===== src/rtl/rf_write_port_arbiter.sv =====
// Shares the register-file write port between write-back (priority) and a
// multi-cycle unit whose results are queued and drained into idle slots.
module rf_write_port_arbiter #(
   parameter int XLEN         = 32,
   parameter int REG_ADDR_W   = 5,
   parameter int BUF_DEPTH    = 2,
   parameter int STARVE_LIMIT = 4
) (
   input  logic                          clk,
   input  logic                          rst,
   input  logic                          wb_valid,
   input  logic [REG_ADDR_W-1:0]         wb_rd,
   input  logic [XLEN-1:0]               wb_data,
   input  logic                          mc_valid,
   output logic                          mc_ready,
   input  logic [REG_ADDR_W-1:0]         mc_rd,
   input  logic [XLEN-1:0]               mc_data,
   output logic                          rf_we,
   output logic [REG_ADDR_W-1:0]         rf_rd,
   output logic [XLEN-1:0]               rf_data,
   output logic                          stall_req,
   output logic [$clog2(BUF_DEPTH):0]    buf_count
);

   localparam int PTR_W = $clog2(BUF_DEPTH);
   localparam int CNT_W = PTR_W + 1;
   localparam int STV_W = $clog2(STARVE_LIMIT + 1);

   logic [REG_ADDR_W-1:0] q_rd   [BUF_DEPTH];
   logic [XLEN-1:0]       q_data [BUF_DEPTH];
   logic [BUF_DEPTH-1:0]  q_vld;
   logic [PTR_W-1:0]      head;
   logic [PTR_W-1:0]      tail;
   logic [CNT_W-1:0]      count;
   logic [STV_W-1:0]      starve_cnt;
   logic [STV_W-1:0]      starve_nxt;

   logic wb_hit;
   logic slot_free;
   logic not_empty;
   logic head_vld;
   logic accept;
   logic bypass;
   logic push;
   logic push_vld;
   logic pop;

   assign wb_hit    = wb_valid && (wb_rd != '0);
   assign slot_free = !wb_hit;
   assign not_empty = (count != '0);
   assign head_vld  = q_vld[head];

   assign mc_ready  = (count < CNT_W'(BUF_DEPTH)) && !rst;
   assign accept    = mc_valid && mc_ready;
   assign bypass    = accept && !not_empty && slot_free;
   assign push      = accept && !bypass;
   // Write-back is younger, so a same-cycle match makes the mc result dead on arrival.
   assign push_vld  = (mc_rd != '0) && !(wb_hit && (mc_rd == wb_rd));
   assign pop       = !rst && slot_free && not_empty;

   assign buf_count = rst ? '0 : count;

   always_comb begin
      rf_we   = 1'b0;
      rf_rd   = '0;
      rf_data = '0;
      if (!rst) begin
         if (wb_hit) begin
            rf_we   = 1'b1;
            rf_rd   = wb_rd;
            rf_data = wb_data;
         end else if (not_empty) begin
            if (head_vld) begin
               rf_we   = 1'b1;
               rf_rd   = q_rd[head];
               rf_data = q_data[head];
            end
         end else if (bypass && (mc_rd != '0)) begin
            rf_we   = 1'b1;
            rf_rd   = mc_rd;
            rf_data = mc_data;
         end
      end
   end

   always_comb begin
      starve_nxt = starve_cnt;
      if (pop || !not_empty) begin
         starve_nxt = '0;
      end else if (head_vld && wb_hit && (starve_cnt != STV_W'(STARVE_LIMIT))) begin
         starve_nxt = starve_cnt + STV_W'(1);
      end
   end

   always_ff @(posedge clk) begin
      if (rst) begin
         head       <= '0;
         tail       <= '0;
         count      <= '0;
         q_vld      <= '0;
         starve_cnt <= '0;
         stall_req  <= 1'b0;
      end else begin
         if (wb_hit) begin
            for (int i = 0; i < BUF_DEPTH; i++) begin
               if (q_rd[i] == wb_rd) begin
                  q_vld[i] <= 1'b0;
               end
            end
         end
         if (push) begin
            q_rd[tail]   <= mc_rd;
            q_data[tail] <= mc_data;
            q_vld[tail]  <= push_vld;
            tail         <= tail + PTR_W'(1);
         end
         if (pop) begin
            head <= head + PTR_W'(1);
         end
         count      <= count + CNT_W'(push) - CNT_W'(pop);
         starve_cnt <= starve_nxt;
         // Counter drops to zero on the pop edge, which also releases the stall.
         stall_req  <= (starve_nxt == STV_W'(STARVE_LIMIT));
      end
   end

endmodule


===== config.mk =====
export PLATFORM = sky130hd
export DESIGN_NAME = rf_write_port_arbiter
export DESIGN_NICKNAME = d
export VERILOG_FILES = /design/src/rtl/rf_write_port_arbiter.sv
export SDC_FILE = /design/constraint.sdc
export NUM_CORES = 1
export LEC_CHECK = 0
export CAP_MARGIN = 10
export CORE_ASPECT_RATIO = 0.5
export CORE_UTILIZATION = 48
export CTS_CLUSTER_DIAMETER = 200
export DETAILED_ROUTE_END_ITERATION = 12
export PLACE_DENSITY = 0.8
export SLEW_MARGIN = 20
export SYNTH_ARGS = -nofsm -noshare
export SYNTH_HDL_FRONTEND = slang
export SYNTH_SLANG_ARGS = --single-unit

===== constraint.sdc =====
create_clock -name clk -period 3.2 [get_ports clk]
set_clock_uncertainty 0.15 [all_clocks]
set_input_delay 0.8 -clock clk [delete_from_list [all_inputs] [get_ports clk]]
set_output_delay 0.8 -clock clk [all_outputs]
set_load 0.1 [all_outputs]

==> impl_results.rst, run 1 <==
.. list-table::
   :header-rows: 1

   * - Metric
     - Value
   * - Outcome
     - stopped before the end
   * - Exit stage
     - global routing (5_1_grt)
   * - Halt Reason
     - [ERROR DPL-0033] detailed placement checks failed during check placement.
   * - Netlist area before placement
     - 4300 µm²
   * - Leading post-synthesis cells by cell area
     - sky130_fd_sc_hd__edfxtp_1 (52%), sky130_fd_sc_hd__mux2_2 (10%), sky130_fd_sc_hd__a221oi_1 (7.5%)
   * - Per-instance average area after synthesis
     - 12.0 µm²
   * - Die height
     - 68.9 µm
   * - I/O Buffers
     - 119
   * - Number of distinct standard cells referenced by the synthesized netlist
     - 37
   * - Net Count, Synth
     - 440
   * - Standard-cell rows
     - 23
   * - Post-Place Worst Slack
     - -1020 ps
   * - Crit. endpoint post-GRT repair
     - rf_data[27]
   * - Register bit total from synthesis
     - 85
   * - Detailed Place HPWL
     - 8910 µm
   * - Count of synthesis-stage warnings from yosys
     - 0
   * - Type of pin the worst path ends at
     - primary output
   * - Proportion of register bits with asynchronous set or reset after synthesis
     - 0%
   * - Initial antenna violation count
     - 0
   * - Max Root-Sink Buffers
     - 2
   * - Library cell occupying the most area in the post-synthesis netlist
     - sky130_fd_sc_hd__edfxtp_1
   * - Most instantiated flip-flop cell in the synthesis netlist
     - sky130_fd_sc_hd__edfxtp_1
   * - Post-synth EDFFs
     - 74
   * - Die width
     - 136 µm
   * - Share of the synthesized area in the top cell type
     - 51.7%
   * - Gp weighted congestion
     - 0.866
   * - Clk root buf
     - sky130_fd_sc_hd__clkbuf_16
   * - Maximum number of pins on one net before global-route repair
     - 39
   * - Number of top-level pins
     - 120
   * - Starting Density
     - 51.5%
   * - Clock Sinks
     - 85
   * - H-tree depth
     - 3
   * - Num CTS Buffers
     - 9
   * - Sequential share of the synthesized area
     - 56.8%
   * - Number of standard cells after synthesis
     - 359
==> through the flow <==
stage               TNS [ps]  cells  util, %  cell area, µm²  hold slack (ps)
floorplan             -19480    359        -            4860              340
detailed placement    -35100    628     83.6            6970              382
global placement      -30420    628     83.6            6970              348
CTS                   -14230    669     96.1            8020              404
==> Yosys cell counts, types with 2 or more instances <==
master / number
sky130_fd_sc_hd__buf_2: 10
sky130_fd_sc_hd__buf_4: 2
sky130_fd_sc_hd__o311a_1: 2
sky130_fd_sc_hd__clkbuf_1: 17
sky130_fd_sc_hd__nand2_1: 3
sky130_fd_sc_hd__mux2i_1: 5
sky130_fd_sc_hd__o41ai_1: 2
sky130_fd_sc_hd__nor3_1: 42
sky130_fd_sc_hd__inv_1: 8
sky130_fd_sc_hd__nor2_1: 45
sky130_fd_sc_hd__nor4_1: 3
sky130_fd_sc_hd__a221oi_1: 37
sky130_fd_sc_hd__ha_1: 3
sky130_fd_sc_hd__or3_1: 3
sky130_fd_sc_hd__nand3_1: 3
sky130_fd_sc_hd__xnor2_1: 12
sky130_fd_sc_hd__o21ai_0: 5
sky130_fd_sc_hd__buf_1: 3
sky130_fd_sc_hd__mux2_2: 38
sky130_fd_sc_hd__xor2_1: 4
sky130_fd_sc_hd__edfxtp_1: 74
sky130_fd_sc_hd__nor2b_1: 8
sky130_fd_sc_hd__o31ai_1: 2
sky130_fd_sc_hd__a21oi_1: 5
sky130_fd_sc_hd__dfxtp_1: 11
==> what timing repair did <==
action | in CTS
setup buffers | 17
gates cloned | 8
hold buffers | 0
pin swaps | 38
endpoints found under the setup margin | 38
gates resized for setup | 98
==> logic make-up after synthesis <==
kind of cell	synth area share (%)
XOR/XNOR	3.26
adder cells (fa/ha/maj)	0.873
multiplexers	11.1
flip-flops	56.8
buffers and inverters	4.22
AND/OR/NAND/NOR	12.6
AO/OA/AOI/OAI	11.2
==> run 2, diff against run 1 <==
--- a/config.mk
+++ b/config.mk
@@ -6,11 +6,9 @@
 export NUM_CORES = 1
 export LEC_CHECK = 0
 export CAP_MARGIN = 10
-export CORE_ASPECT_RATIO = 0.5
-export CORE_UTILIZATION = 48
-export CTS_CLUSTER_DIAMETER = 200
+export CORE_UTILIZATION = 40
 export DETAILED_ROUTE_END_ITERATION = 12
-export PLACE_DENSITY = 0.8
+export PLACE_DENSITY_LB_ADDON = 0.15
 export SLEW_MARGIN = 20
 export SYNTH_ARGS = -nofsm -noshare
 export SYNTH_HDL_FRONTEND = slang
==> run 2 against run 1 <==
Synthesized cell count did not move. Synthesized area is the same. The flow now finishes, with violations (setup timing).
==> impl_results.rst, run 2 <==
.. list-table::
   :header-rows: 1

   * - Metric
     - Value
   * - Most frequent cells after synthesis
     - sky130_fd_sc_hd__edfxtp_1 (74), sky130_fd_sc_hd__nor2_1 (45), sky130_fd_sc_hd__nor3_1 (42)
   * - Number of top-level pins
     - 120 (unchanged)
   * - Global-route wire length before repair
     - 21,100 µm
   * - Most instantiated flip-flop cell in the synthesis netlist
     - sky130_fd_sc_hd__edfxtp_1
   * - Crit share post-route
     - 108%
   * - Initial antenna violation count
     - 0
   * - Number of global-route vias before repair
     - 4,023
   * - Die width
     - 106 µm (-22%)
   * - Worst Path Max Fanout
     - 21
   * - Top library cells by usage in the layout, fill and taps aside
     - sky130_fd_sc_hd__edfxtp_1 (74), sky130_fd_sc_hd__clkdlybuf4s50_1 (66), sky130_fd_sc_hd__buf_4 (53)
   * - Post-synth EDFFs
     - 74 (unchanged)
   * - Proportion of register bits with asynchronous set or reset after synthesis
     - 0% (unchanged)
   * - CP Data Arrival Time
     - 2500 ps
   * - Die height
     - 106 µm (+53%)
   * - Slowest cell on crit path
     - sky130_fd_sc_hd__or4_4
   * - Fin util
     - 75.4%
   * - Max Clk Rate
     - 0.290 GHz
   * - Final hold viol count
     - 0
   * - Standard-cell rows
     - 37 (+61%)
   * - Worst Max-Slew Pin Slew
     - 525 ps
   * - Placed Cells incl. Taps
     - 656 (+4.5%)
   * - Dominant cell by count in the synthesized netlist
     - sky130_fd_sc_hd__edfxtp_1
   * - Peak supply drop
     - 0.000275 V
   * - Detailed Routing Iterations Pass 1
     - 6
   * - Ratio of total power to cell area
     - 399 nW/µm²
   * - Share of post-route cells with drive strength above 1
     - 52.4%
   * - Layout overhead on the synthesized area
     - 81.7%
   * - Number of distinct standard cells referenced by the synthesized netlist
     - 37 (unchanged)
   * - Library cell occupying the most area in the post-synthesis netlist
     - sky130_fd_sc_hd__edfxtp_1
   * - Number of vias after detailed routing
     - 3,712
   * - GRT Util Overall
     - 24.8%
   * - Final number of setup-violating endpoints
     - 38
   * - Maximum number of pins on one net before global-route repair
     - 28
   * - Global route overflow
     - 0
   * - Final critical path time including I/O delays and setup
     - 3450 ps
   * - N_diodes
     - 0
   * - Starting Density
     - 41.5% (-10 points)
   * - Data required time of the worst path
     - 2250 ps
   * - Sum Neg Setup Slack
     - -7340 ps
   * - Capturing element type of the critical path
     - output port
   * - Routing usage on met3
     - 4.02%
   * - Post-route worst setup slack
     - -248 ps
   * - Share of the synthesized area in the top cell type
     - 51.7% (unchanged)
   * - Initial DRC Count
     - 170
   * - Drt total wl
     - 13,400 µm
   * - Critical Setup Path Class
     - in -> out
   * - Leading cell type in the layout, fill and taps excluded
     - sky130_fd_sc_hd__edfxtp_1
   * - Clock transition at the registers of the reported paths
     - 90 ps
   * - Number of nets with antenna violations after detailed routing
     - 0
   * - Startpoint type of the worst setup path
     - input pin
   * - Num CTS Buffers
     - 9 (unchanged)
   * - Total Die Area
     - 11,200 µm²
   * - Tightest slew margin relative to the limit
     - 64.1%
   * - Largest registers
     - q_data x64, q_rd x10, starve_cnt x3
   * - Source-to-sink clock delay at the later pin of the worst-skew pair
     - 350 ps
   * - Global routing met1 resource utilization
     - 31.2%
   * - Max capacitance violation total
     - 0
   * - Clk root buf
     - sky130_fd_sc_hd__clkbuf_8
   * - Gp weighted congestion
     - 0.855 (-1.3%)
   * - Area inside the core boundary
     - 10,400 µm²
   * - Path category of the worst min-delay check
     - reg -> reg
   * - Register name with the most flops
     - q_data
   * - Worst path cell trace
     - buf_6 -> or4_4 -> o21a_2 -> buf_12 -> a221oi_2 -> buf_4 -> nor3_4 -> buf_12
   * - Net Count, Synth
     - 440 (unchanged)
   * - Detailed Place HPWL
     - 8170 µm (-8.3%)
   * - Layer with the highest usage after global routing
     - met2
   * - Number of standard cells after synthesis
     - 359 (unchanged)
   * - I/O Buffers
     - 119 (unchanged)
   * - Cell repeated most along the worst path
     - sky130_fd_sc_hd__buf_12
   * - Sequential share of the synthesized area
     - 56.8% (unchanged)
   * - Number of nets in the layout
     - 611
   * - Routed WL per cell
     - 20.0 µm
   * - Post-CTS Hold Fix Bufs
     - 0 (unchanged)
   * - Max Root-Sink Buffers
     - 2 (unchanged)
   * - Clock Sinks
     - 85 (unchanged)
   * - Count of fill cells added during filler insertion
     - 649
   * - Netlist area before placement
     - 4300 µm² (unchanged)
   * - Vias per std cell
     - 5.54
   * - Static leakage
     - 0.00277 µW
   * - Sequential cell area
     - 2440 µm²
   * - Area of combinational cells with multiple inputs
     - 2620 µm²
   * - Met2 demand-to-capacity share in global routing
     - 43.1%
   * - Outcome
     - finished, violations left
   * - Max incr delay on CP
     - 530 ps
   * - Leading post-synthesis cells by cell area
     - sky130_fd_sc_hd__edfxtp_1 (52%), sky130_fd_sc_hd__mux2_2 (10%), sky130_fd_sc_hd__a221oi_1 (7.5%)
   * - Post-Place Worst Slack
     - -639 ps (+376 ps)
   * - H-tree depth
     - 3 (unchanged)
   * - DRC violations left
     - 0
   * - Slew Limit Fails
     - 0
   * - Worst Hold Margin
     - 406 ps
   * - RSZ-0062 raised after global routing
     - yes
   * - Failing checks
     - setup timing
   * - Max reg flops
     - 64
   * - Count of synthesis-stage warnings from yosys
     - 0 (unchanged)
   * - Non-Filler Instances
     - 670
   * - Per-instance average area after synthesis
     - 12.0 µm² (unchanged)
   * - TritonCTS clock tree
     - yes
   * - Register bit total from synthesis
     - 85 (unchanged)
-- run 2: through the flow --
| step | power [µW] | area (µm²) |
|---|---|---|
| floorplan | 1860 | 4860 |
| global placement | 2260 | 7080 |
| detailed placement | 2270 | 7080 |
| CTS | 3090 | 7710 |
| global route | 3230 | 7820 |
| finish | 3120 | 7820 |
-- run 2: kinds of logic after synthesis --
kind of cell,after synthesis,synth area share [%]
AOI/OAI and AO/OA,59,11.2
xor gates and xnor gates,16,3.26
adders and majority gates,3,0.873
buffers and inverters,41,4.22
DFF,85,56.8
muxes,43,11.1
and+or+nand+nor,112,12.6
-- run 2: report_power, final --
group,total (µW),internal (µW),leakage [µW],switching [µW]
registers,1260,1240,0.000763,17.3
logic,1100,483,0.00193,619
clock network,755,360,0.0000850,396
total,3120,2090,0.00277,1030
-- run 2: worst paths after layout --
| path | end | slack (ps) | depth (start not counted) | start |
|---|---|---|---|---|
| max | rf_data[1] | -250 | 8 | wb_rd[4] |
| min reg2reg | starve_cnt[0]$_SDFF_PP0_ | 410 | 2 | starve_cnt[0]$_SDFF_PP0_ |
| min | starve_cnt[0]$_SDFF_PP0_ | 410 | 2 | starve_cnt[0]$_SDFF_PP0_ |
| max reg2reg | stall_req$_SDFF_PP0_ | 1410 | 5 | starve_cnt[0]$_SDFF_PP0_ |
-- run 2: cell type report --
cell class / instances / area share, %
clock inverter: 5 / 0.785
multi-input combinational: 233 / 33.6
sequential: 85 / 31.3
inverter: 8 / 0.384
timing repair buffer: 193 / 30.2
clock buffer: 10 / 1.63
tap: 136 / 2.18
-- run 2: worst max-delay path: cells and delay by family --
family	cells	cell delay (ps)
compound gates	2	470
buf+inv	4	620
simple gates	2	570
-- run 2: per-layer routing --
layer / vias up / share of wire, %
li1: 1730 / -
met2: 113 / 52
met5: - / 0
met4: 0 / 1.2
met3: 13 / 5.3
met1: 1856 / 41
-- run 2: timing repair --
item,in CTS,in global routing
resized for setup,89,35
endpoints found under the setup margin,38,38
pin swaps,43,14
setup buffers,11,3
gates cloned,7,0
hold endpoints to repair,0,0
Power figures use the tool's default switching activity.
